--- src/rtl/clk_div_ctrl.sv ---
// Runtime-programmable clock divider controller.
// Produces a registered divided clock and a first-cycle-of-period tick from
// clk_ref. A new divisor can be offered through a valid/ready handshake. It
// takes effect only at a period boundary. Stopping always lets the current
// period finish, so the output never emits a runt pulse.
module clk_div_ctrl #(
    parameter int DIV_W   = 8,
    parameter int DIV_RST = 2
) (
    input  logic             clk_ref,
    input  logic             srst_n,
    input  logic             run,
    input  logic             cfg_valid,
    input  logic [DIV_W-1:0] cfg_div,
    output logic             cfg_ready,
    output logic             cfg_err,
    output logic             cfg_done,
    output logic [DIV_W-1:0] cur_div,
    output logic             div_out,
    output logic             tick,
    output logic             active
);

    localparam logic [DIV_W-1:0] ONE      = DIV_W'(1);
    localparam logic [DIV_W-1:0] TWO      = DIV_W'(2);
    localparam logic [DIV_W-1:0] DIV_INIT = DIV_W'(DIV_RST);

    typedef enum logic [1:0] {
        ST_STOP = 2'd0,
        ST_RUN  = 2'd1,
        ST_PEND = 2'd2
    } state_t;

    state_t           state_reg;
    logic [DIV_W-1:0] cnt_reg;
    logic [DIV_W-1:0] cur_div_reg;
    logic [DIV_W-1:0] pend_div_reg;
    logic             div_out_reg;
    logic             tick_reg;
    logic             err_reg;
    logic             done_reg;
    logic             ready_reg;
    logic             active_reg;

    logic             last_cycle;
    logic [DIV_W-1:0] cnt_inc;
    logic             inc_high;
    logic             accept;
    logic             cfg_ok;

    // Period bookkeeping and handshake qualification for the current cycle.
    // cnt_reg never exceeds cur_div-1, so cnt_inc cannot overflow.
    always_comb begin
        last_cycle = (cnt_reg == (cur_div_reg - ONE));
        cnt_inc    = cnt_reg + ONE;
        inc_high   = (cnt_inc < (cur_div_reg >> 1));
        accept     = cfg_valid & ready_reg;
        cfg_ok     = (cfg_div >= TWO);
    end

    // Controller FSM; every output is a register updated alongside the counter.
    always_ff @(posedge clk_ref) begin
        if (!srst_n) begin
            state_reg    <= ST_STOP;
            cnt_reg      <= '0;
            cur_div_reg  <= DIV_INIT;
            pend_div_reg <= '0;
            div_out_reg  <= 1'b0;
            tick_reg     <= 1'b0;
            err_reg      <= 1'b0;
            done_reg     <= 1'b0;
            ready_reg    <= 1'b1;
            active_reg   <= 1'b0;
        end else begin
            err_reg  <= accept & ~cfg_ok;
            done_reg <= 1'b0;
            tick_reg <= 1'b0;
            case (state_reg)
                ST_STOP: begin
                    cnt_reg     <= '0;
                    div_out_reg <= 1'b0;
                    // The divisor lands before a same-cycle start, so the
                    // first period already uses it.
                    if (accept && cfg_ok) begin
                        cur_div_reg <= cfg_div;
                        done_reg    <= 1'b1;
                    end
                    if (run) begin
                        state_reg   <= ST_RUN;
                        active_reg  <= 1'b1;
                        tick_reg    <= 1'b1;
                        div_out_reg <= 1'b1;
                    end
                end
                ST_RUN: begin
                    if (last_cycle) begin
                        cnt_reg <= '0;
                        if (run) begin
                            tick_reg    <= 1'b1;
                            div_out_reg <= 1'b1;
                            // A divisor arriving on the wrap waits one full
                            // period; this wrap keeps the old N.
                            if (accept && cfg_ok) begin
                                pend_div_reg <= cfg_div;
                                ready_reg    <= 1'b0;
                                state_reg    <= ST_PEND;
                            end
                        end else begin
                            state_reg   <= ST_STOP;
                            active_reg  <= 1'b0;
                            div_out_reg <= 1'b0;
                            // Stopping on this edge leaves no later boundary,
                            // so a divisor offered now is applied directly.
                            if (accept && cfg_ok) begin
                                cur_div_reg <= cfg_div;
                                done_reg    <= 1'b1;
                            end
                        end
                    end else begin
                        cnt_reg     <= cnt_inc;
                        div_out_reg <= inc_high;
                        if (accept && cfg_ok) begin
                            pend_div_reg <= cfg_div;
                            ready_reg    <= 1'b0;
                            state_reg    <= ST_PEND;
                        end
                    end
                end
                ST_PEND: begin
                    if (last_cycle) begin
                        cnt_reg     <= '0;
                        cur_div_reg <= pend_div_reg;
                        done_reg    <= 1'b1;
                        ready_reg   <= 1'b1;
                        if (run) begin
                            state_reg   <= ST_RUN;
                            tick_reg    <= 1'b1;
                            div_out_reg <= 1'b1;
                        end else begin
                            state_reg   <= ST_STOP;
                            active_reg  <= 1'b0;
                            div_out_reg <= 1'b0;
                        end
                    end else begin
                        cnt_reg     <= cnt_inc;
                        div_out_reg <= inc_high;
                    end
                end
                default: begin
                    state_reg   <= ST_STOP;
                    cnt_reg     <= '0;
                    div_out_reg <= 1'b0;
                    ready_reg   <= 1'b1;
                    active_reg  <= 1'b0;
                end
            endcase
        end
    end

    assign cfg_ready = ready_reg;
    assign cfg_err   = err_reg;
    assign cfg_done  = done_reg;
    assign cur_div   = cur_div_reg;
    assign div_out   = div_out_reg;
    assign tick      = tick_reg;
    assign active    = active_reg;

endmodule

--- config.mk ---
export PLATFORM = sky130hd
export DESIGN_NAME = clk_div_ctrl
export DESIGN_NICKNAME = d
export VERILOG_FILES = /design/src/rtl/clk_div_ctrl.sv
export SDC_FILE = /design/constraint.sdc
export NUM_CORES = 1
export LEC_CHECK = 0
export BUFFER_PORTS_ARGS = -buffer_cell sky130_fd_sc_hd__buf_2
export CAP_MARGIN = 20
export CORE_MARGIN = 3
export CORE_UTILIZATION = 31
export CTS_CLUSTER_DIAMETER = 30
export DETAILED_ROUTE_END_ITERATION = 6
export HOLD_SLACK_MARGIN = 0.15
export SYNTH_ARGS = -nofsm -noshare
export SYNTH_HDL_FRONTEND = slang
export SYNTH_SLANG_ARGS = --single-unit
--- constraint.sdc ---
create_clock -name clk_ref -period 3.1 [get_ports clk_ref]
set_input_delay 0.155 -clock clk_ref [delete_from_list [all_inputs] [get_ports clk_ref]]
set_output_delay 0.155 -clock clk_ref [all_outputs]
set_load 0.02 [all_outputs]
==> results of run 1 <==
-- routing by layer --
layer | up-vias | global-route usage
li1 | 862 | -
met3 | 6 | 0.0466
met5 | - | 0
met2 | 29 | 0.210
met1 | 774 | 0.186
met4 | 0 | 0.0432
-- worst max-delay path, delay by kind of cell (launching register included) --
family	cells	cell delay, ns
AOI/OAI and AO/OA	6	1.77
DFF	1	0.42
adders and majority gates	1	0.28
buffers and inverters	1	0.09
-- metrics by stage --
step | util | setup slack, ns
final | 0.384 | 0.421
after global routing | 0.384 | 0.173
after CTS | 0.384 | 0.421
after detailed placement | 0.354 | 0.447
after global placement | 0.354 | 0.487
after floorplan | - | 0.492
-- worst paths after layout --
path                   startpoint               to  slack (ns)  depth (start not counted)
setup / recovery       cur_div[0]       cur_div[2]        0.42                          8
setup reg to reg       cur_div[0]       cur_div[2]        0.42                          8
hold reg to reg   pend_div_reg[0]  pend_div_reg[0]        0.46                          2
hold / removal                run             tick        0.26                          3
-- layout make-up --
type / count / area (um2)
Timing Repair Buffer: 34 / 215
Tap cell: 75 / 93.8
Clock buffer: 6 / 82.6
Inverter: 19 / 71.3
Fill cell: 631 / 3710
Multi-Input combinational cell: 162 / 1200
Sequential cell: 32 / 641
Clock inverter: 2 / 10.0
-- cells in the final DEF (no fill, tap or decap), drive strengths merged, types with 3 or more instances in the layout --
| cell type | Yosys | final |
|---|---|---|
| a2111oi | 4 | 4 |
| a21oi | 6 | 6 |
| and3 | 3 | 3 |
| buf | 4 | 25 |
| clkbuf | 3 | 6 |
| dfxtp | 32 | 32 |
| dlygate4sd3 | 0 | 9 |
| ha | 12 | 12 |
| inv | 19 | 19 |
| mux2 | 8 | 8 |
| mux2i | 9 | 9 |
| nand2 | 23 | 23 |
| nand3 | 15 | 15 |
| nand4 | 6 | 6 |
| nor2 | 13 | 13 |
| nor2b | 5 | 5 |
| nor3 | 8 | 8 |
| o21a | 3 | 3 |
| o2bb2ai | 8 | 8 |
| xnor2 | 12 | 12 |
| xor2 | 4 | 4 |
-- power groups by stage --
| stage | registers (mW) | clock network, mW | logic [mW] |
|---|---|---|---|
| floorplan | 0.654 | 0 | 0.637 |
| global placement | 0.610 | 0 | 0.885 |
| detailed placement | 0.612 | 0 | 0.879 |
| CTS | 0.602 | 0.355 | 0.895 |
| global route | 0.622 | 0.375 | 1.00 |
| finish | 0.599 | 0.343 | 0.893 |
-- cells by family (layout without fill, tap and decap cells) --
group | count (synthesis) | after routing | synth area share
muxes | 17 | 17 | 0.0923
and+or+nand+nor | 78 | 78 | 0.198
buffers and inverters | 26 | 61 | 0.0564
xor gates and xnor gates | 16 | 16 | 0.0756
adders and majority gates | 12 | 12 | 0.0769
AOI/OAI and AO/OA | 39 | 39 | 0.172
DFF | 32 | 32 | 0.328
-- timing repair --
item / CTS / global route
setup buffers: 0 / 0
hold buffers: 9 / 0
hold endpoints to repair: 9 / 0
==> metrics.cfg, run 1 <==
[outcome]
status=finished, final reports clean

[routing]
drt_iter0_markers=72
drt_wl_total_um=4490
ant_nets=0
wl_met1_um=2280
dr_total_vias=1671
drc=0
dr_wl_met3_um=219
top_layer=met4
wire_per_inst_um=13.6
drtPass1Iterations=4
wl_met2_um=1920
vias_per_cell=5.06

[setup_path]
required_ns=3.27
cp-start-kind=flip-flop
critPathMaxFanout=8
cp_cell_sequence=inv_1 > ha_1 > o21ba_1 > a221o_1 > a2111oi_2 > a311oi_1 > a311o_1 > o2bb2ai_1
critPathArrivalTime_ns=2.85
critPathKind=reg2reg
cp_slowest_stage_delay_ns=0.48
cpMaxStageDelayCell=a311o_1
end_kind=flip-flop

[timing]
fin_crit_sh=0.864
finClkSkew_ns=0.00376
min_period_ns=2.68
slew_headroom=0.600
hold_viol=0
finalSetupTns_ns=0
rsz0062_at_grt=no
hold_ws_ns=0.263
maxSlewViolCount=0
finalSetupViolations=0
worst_pin_slew_ns=0.600
timing.fmax_mhz=373

[placed_design]
placed_cell_area_um2=2130
dp.cells=313
gp_congestion=0.872
hpwl_um=3320
port_buffers=25

[power_and_ir_drop]
p_seq_frac=0.327
leakagePower_nw=0.924
p_total_mw=1.84
switching_share=0.430
power_frac_comb=0.487
irDropWorstVdd_mv=0.384
intPower_mw=1.05
clock_power_share=0.187
power_density_nw_per_um2=793
power_switching_mw=0.789

[die]
start_util=0.324
design.die.area_um2=7280
core-area_um2=6030
ios=26
rows=28
die_h_um=85.4
die_x_um=85.4

[job]
max_cap_viol_count=0

[global_routing]
grt_pass1_vias=1736
antenna_found_initial=0
grt_pass1_wl_um=8160
grt_max_degree=31
grt_use_total=0.139
globalRouteOverflowTotal=0

[cts]
ctsResizeCount=0
cts.sinks=32
cts_buffer_depth=2
cts_tree=yes
insertion_delay_ns=0.29
path_clk_slew_ns=0.07
ctsRootBufferMaster=clkbuf_8
cts_buffers=5
htree_levels=2

[synth]
synthCells=220
syn_nets=244
synth.area.top_cells=dfxtp_1, ha_1, xnor2_1
synth.largest_area_cell=dfxtp_1
synth_sequential_area_ratio=0.328
ys_seq_elements=32
synth_area_um2=1950
synth_edf_count=0
netlist_top_cells_count=dfxtp_1, nand2_1, inv_1, nand3_1, nor2_1
async_flop_share=0
synth_top_flop_cell=dfxtp_1
synth_top_area_share=0.328
synth_warnings=0
ys_types=44
syn_area_per_cell_um2=8.87
synth.most_common_cell=dfxtp_1

[hold_path]
hold_path_class=in2reg

[layout]
drive_gt1_frac=0.184
area_growth_syn_to_layout_pct=18.6
antennaDiodeCount=0
instances_no_fill=330
nets=278
finalInstanceArea_um2=2310

(Power assumes the default switching activity.)
==> run 2: changes to the inputs <==
Clock period 3.1 ns to 3.5 ns, I/O delays scaled along.
==> run 2 against run 1 <==
Net effect: utilization fell by 0.91 points; largest cell class unchanged; via count did not move; non-clock buffer count fell by 7; clock power rose by 4%; highest routed layer unchanged.
==> metrics.cfg, run 2 (synthesis results as in run 1) <==
[outcome]
status=finished, final reports clean  ; unchanged

[setup_path]
cp_slowest_stage_delay_ns=0.42  ; was 0.48 ns
critPathKind=reg2reg  ; unchanged
cp_cell_sequence=inv_1 > ha_1 > o21ba_1 > a221o_1 > a2111oi_2 > nand3_1 > and3_1 > o2bb2ai_1  ; was inv_1 > ha_1 > o21ba_1 > a221o_1 > a2111oi_2 > a311oi_1 > a311o_1 > o2bb2ai_1
end_kind=flip-flop  ; unchanged
required_ns=3.67  ; was 3.27 ns
critPathMaxFanout=9  ; was 8
critPathArrivalTime_ns=2.87  ; was 2.85 ns
cp-start-kind=flip-flop  ; unchanged
cpMaxStageDelayCell=dfxtp_1  ; was a311o_1

[global_routing]
top_usage_layer=met2  ; unchanged
met1_usage=0.185  ; was 0.186
antenna_found_initial=0  ; unchanged
globalRouteOverflowTotal=0  ; unchanged
met2_usage=0.205  ; was 0.210
grt_pass1_vias=1702  ; was 1,736
grt_max_degree=31  ; unchanged
grt_use_total=0.134  ; was 0.139
grt_pass1_wl_um=8000  ; was 8160 um
met3_usage=0.0301  ; was 0.0466

[die]
die_x_um=85.4  ; unchanged
core-area_um2=6030  ; unchanged
design.die.area_um2=7280  ; unchanged
ios=26  ; unchanged
die_h_um=85.4  ; unchanged
start_util=0.324  ; unchanged
rows=28  ; unchanged

[hold_path]
hold_path_class=in2reg  ; unchanged

[cts]
ctsRootBufferMaster=clkbuf_8  ; unchanged
cts_buffer_depth=2  ; unchanged
ctsResizeCount=0  ; unchanged
cts.sinks=32  ; unchanged
cts_buffers=5  ; unchanged
insertion_delay_ns=0.29  ; about the same
path_clk_slew_ns=0.07  ; about the same
htree_levels=2  ; unchanged
cts_tree=yes  ; unchanged

[layout]
area_growth_syn_to_layout_pct=15.8  ; was 18.6%
nets=271  ; was 278
final_cell_mix=dfxtp_1, buf_2, nand2_1, inv_1, nand3_1  ; unchanged
antennaDiodeCount=0  ; unchanged
drive_gt1_frac=0.185  ; was 0.184
layout_commonest_cell=dfxtp_1  ; unchanged

[timing]
fin_crit_sh=0.770  ; was 0.864
maxSlewViolCount=0  ; unchanged
hold_viol=0  ; unchanged
min_period_ns=2.69  ; was 2.68 ns
finClkSkew_ns=0.00587  ; was 0.00376 ns
finalSetupViolations=0  ; unchanged
timing.fmax_mhz=371  ; was 373 MHz
slew_headroom=0.609  ; was 0.600
rsz0062_at_grt=no  ; unchanged
worst_pin_slew_ns=0.587  ; was 0.600 ns
finalSetupTns_ns=0  ; unchanged

[routing]
drtPass1Iterations=4  ; unchanged
drt_wl_total_um=4420  ; was 4490 um
ant_nets=0  ; unchanged
vias_per_cell=5.17  ; was 5.06
dr_total_vias=1671  ; unchanged
drt_iter0_markers=57  ; was 72
wire_per_inst_um=13.7  ; was 13.6 um
drc=0  ; unchanged

[power_and_ir_drop]
p_total_mw=1.67  ; was 1.84 mW
leakagePower_nw=0.899  ; was 0.924 nW
irDropWorstVdd_mv=0.394  ; was 0.384 mV
power_density_nw_per_um2=740  ; was 793 nW/um2

[placed_design]
port_buffers=25  ; unchanged
hpwl_um=3360  ; was 3320 um
gp_congestion=0.875  ; was 0.872

[job]
max_cap_viol_count=0  ; unchanged

==> run 2: changes by cell type in the layout (fill, tap and decap cells not counted), sizes merged <==
cell and delta:
dlygate4sd3 -7, bufinv +1, clkinv -1
==> run 2: where the power goes <==
| group | switching [mW] | total [mW] | internal [mW] |
|---|---|---|---|
| Combinational | 0.465 | 0.785 | 0.320 |
| Clock | 0.145 | 0.356 | 0.211 |
| Sequential | 0.0872 | 0.532 | 0.444 |
==> run 2: final timing paths <==
| kind | start | to | slack [ns] | cells after the start |
|---|---|---|---|---|
| worst min register to register | pend_div_reg[4] | pend_div_reg[4] | 0.46 | 2 |
| worst min-delay path | cfg_div[2] | pend_div_reg[2] | 0.16 | 3 |
| worst max register to register | cur_div[0] | state_reg[1] | 0.81 | 8 |
| worst max-delay path | cur_div[0] | state_reg[1] | 0.81 | 8 |
==> run 2: timing repair <==
item                      4_1_cts  5_1_grt
hold buffers                    2        0
buffers inserted                0        0
hold endpoints to repair        2        0
==> run 2: area by class of cell <==
type                            instances  area [um2]
Sequential cell                        32         641
Timing Repair Buffer                   27         145
Clock buffer                            6        72.6
Multi-Input combinational cell        162        1200
Inverter                               19        71.3
Tap cell                               75        93.8
Fill cell                             643        3770
Clock inverter                          2        35.0
==> run 2: layer usage <==
layer	up-vias	wire (um)	share of wire
li1	845	-	-
met1	788	2260	0.51
met2	31	1940	0.44
met3	7	163	0.037
met4	0	65	0.015
met5	-	0	0
==> run 2: worst max-delay path, delay by kind of cell, from the launching register on <==
family | cells | cell delay, ns
AOI/OAI and AO/OA | 4 | 1.17
adders and majority gates | 1 | 0.28
buffers and inverters | 1 | 0.08
and+or+nand+nor | 2 | 0.63
DFF | 1 | 0.42
==> run 2: per-stage QoR <==
step	cells	instance area (um2)	worst slack [ns]	hold WS (ns)	util
6_report	323	2260	0.807	0.156	0.375
5_1_grt	323	2260	0.597	0.163	0.375
4_1_cts	323	2260	0.819	0.151	0.375
3_5_place_dp	313	2130	0.824	0.449	0.354
3_3_place_gp	313	2130	0.889	0.437	0.354
2_1_floorplan	220	1950	0.892	0.317	-
==> run 3: changes to the inputs <==
Clock period 3.5 ns to 2.26 ns, I/O delays scaled along.
==> run 3 against run 2 <==
Net effect: the flow now finishes with violations (negative setup slack); clock power up 29%; cell area up 13%; utilization increased by 5.0 points; clock skew decreased by 0.0026 ns; global-route usage is 0.48 points higher; register-to-register slack got worse by 0.88 ns; highest routed layer unchanged; sequential share of layout area down 3.1 points; critical endpoint is now cur_div[2]; die area did not move.
==> metrics.cfg, run 3 (synthesis results as in run 1) <==
[global_routing]
grt_pass1_vias=1844  ; was 1,702
grt_pass1_wl_um=8230  ; was 8000 um
grt_use_total=0.139  ; was 0.134
met3_usage=0.0330  ; was 0.0301
antenna_found_initial=0  ; unchanged
globalRouteOverflowTotal=0  ; unchanged
grt_max_degree=30  ; was 31
met1_usage=0.181  ; was 0.185
top_usage_layer=met2  ; unchanged
met2_usage=0.217  ; was 0.205

[layout]
instances_no_fill=353  ; was 323
drive_gt1_frac=0.295  ; was 0.185
layout_commonest_cell=dfxtp_1  ; unchanged
area_growth_syn_to_layout_pct=31.3  ; was 15.8%
nets=301  ; was 271
antennaDiodeCount=0  ; unchanged
final_cell_mix=dfxtp_1, buf_2, nand2_1, buf_4, inv_1  ; was dfxtp_1, buf_2, nand2_1, inv_1, nand3_1

[setup_path]
cpMaxStageDelayCell=a311o_2  ; was dfxtp_1
required_ns=2.43  ; was 3.67 ns
end_kind=flip-flop  ; unchanged
critPathMaxFanout=8  ; was 9
critPathKind=reg2reg  ; unchanged
critPathArrivalTime_ns=2.50  ; was 2.87 ns
cp_slowest_stage_delay_ns=0.43  ; was 0.42 ns
reg2regPathDepth=8  ; unchanged
cp_cell_sequence=inv_4 > ha_4 > o21ba_1 > a221o_1 > a2111oi_4 > a311oi_2 > a311o_2 > o2bb2ai_1  ; was inv_1 > ha_1 > o21ba_1 > a221o_1 > a2111oi_2 > nand3_1 > and3_1 > o2bb2ai_1
reg2reg_from=cur_div[0]  ; unchanged
crit_path_start=cur_div[0]  ; unchanged
cp-start-kind=flip-flop  ; unchanged

[routing]
drt_wl_total_um=4700  ; was 4420 um
dr_total_vias=1753  ; was 1,671
wire_per_inst_um=13.3  ; was 13.7 um
drtPass1Iterations=4  ; unchanged
vias_per_cell=4.97  ; was 5.17
drt_iter0_markers=80  ; was 57
drc=0  ; unchanged
ant_nets=0  ; unchanged

[outcome]
status=finished with violations  ; was finished, final reports clean
violations=negative setup slack

[power_and_ir_drop]
clock_power_share=0.165  ; was 0.213
irDropWorstVdd_mv=0.605  ; was 0.394 mV
p_seq_frac=0.292  ; was 0.318
leakagePower_nw=1.05  ; was 0.899 nW
power_switching_mw=1.15  ; was 0.697 mW
intPower_mw=1.64  ; was 0.976 mW
switching_share=0.414  ; was 0.417
power_frac_comb=0.543  ; was 0.470
power_density_nw_per_um2=1090  ; was 740 nW/um2

[timing]
hold_viol=0  ; unchanged
finalSetupViolations=9  ; was 0
rsz0062_at_grt=yes  ; was no
worst_pin_slew_ns=0.391  ; was 0.587 ns
finClkSkew_ns=0.00323  ; was 0.00587 ns
maxSlewViolCount=0  ; unchanged
setup_ws_ns=-0.0701  ; was 0.807 ns
fin_crit_sh=1.03  ; was 0.770
hold_ws_ns=0.222  ; was 0.156 ns
slew_headroom=0.733  ; was 0.609
min_period_ns=2.33  ; was 2.69 ns
timing.fmax_mhz=429  ; was 371 MHz

[cts]
cts_buffer_depth=2  ; unchanged
cts_buffers=5  ; unchanged
htree_levels=2  ; unchanged
insertion_delay_ns=0.29  ; about the same
ctsRootBufferMaster=clkbuf_8  ; unchanged
cts.sinks=32  ; unchanged
path_clk_slew_ns=0.07  ; about the same
cts_tree=yes  ; unchanged

[die]
rows=28  ; unchanged
core-area_um2=6030  ; unchanged
die_h_um=85.4  ; unchanged
die_x_um=85.4  ; unchanged
design.die.area_um2=7280  ; unchanged
start_util=0.324  ; unchanged
ios=26  ; unchanged

[job]
max_cap_viol_count=0  ; unchanged

[placed_design]
dp.cells=332  ; was 313
pre_cts_slack_ns=-0.138  ; was 0.824 ns
hpwl_um=3510  ; was 3360 um
gp_congestion=0.890  ; was 0.875
port_buffers=25  ; unchanged

[hold_path]
hold_path_class=in2reg  ; unchanged
min_path_cells=3  ; unchanged
hold_path_startpoint=srst_n  ; was cfg_div[2]

## run 3: area by class of cell
class,instances,area [um2]
Multi-Input combinational cell,162,1270
Clock buffer,8,90.1
Fill cell,603,3460
Sequential cell,32,648
Timing Repair Buffer,57,388
Inverter,19,76.3
Tap cell,75,93.8
## run 3: metrics by stage
stage          TNS (ns)   util  power, mW  area (um2)
2_1_floorplan    -0.293      -       1.80        1980
3_3_place_gp      -1.33  0.382       2.21        2300
3_5_place_dp      -1.96  0.382       2.22        2300
4_1_cts          -0.701  0.420       2.78        2530
5_1_grt           -2.21  0.425       2.99        2560
6_report         -0.489  0.425       2.79        2560
## run 3: per-layer routing
layer / wire (um) / share of wire
met1: 2320 / 0.49
met2: 2080 / 0.44
met3: 201 / 0.043
met4: 97 / 0.021
met5: 0 / 0
## run 3: worst max-delay path: cells and delay by family, from the launching register on
kind / cells / cell delay (ns)
AOI/OAI and AO/OA: 6 / 1.63
DFF: 1 / 0.37
adders and majority gates: 1 / 0.16
buffers and inverters: 1 / 0.04
## run 3: what timing repair did
item                                   in CTS  in global routing
setup endpoints to repair                  18                 28
hold buffers                                9                  0
gates resized for setup                     6                  5
setup buffers                               3                  1
endpoints found under the hold margin       9                  0
pin swaps                                   7                  2
## run 3: power by group through the flow
stage / combinational, mW / clock (mW) / sequential, mW
global route: 1.67 / 0.492 / 0.834
finish: 1.52 / 0.460 / 0.815
detailed placement: 1.39 / 0 / 0.829
CTS: 1.48 / 0.476 / 0.818
global placement: 1.38 / 0 / 0.827
floorplan: 0.893 / 0 / 0.911
## run 3: final timing paths
check / to / slack, ns
setup / recovery: cur_div[2] / -0.07
hold / removal: cfg_err / 0.22
setup reg to reg: cur_div[2] / -0.07
hold reg to reg: pend_div_reg[0] / 0.46
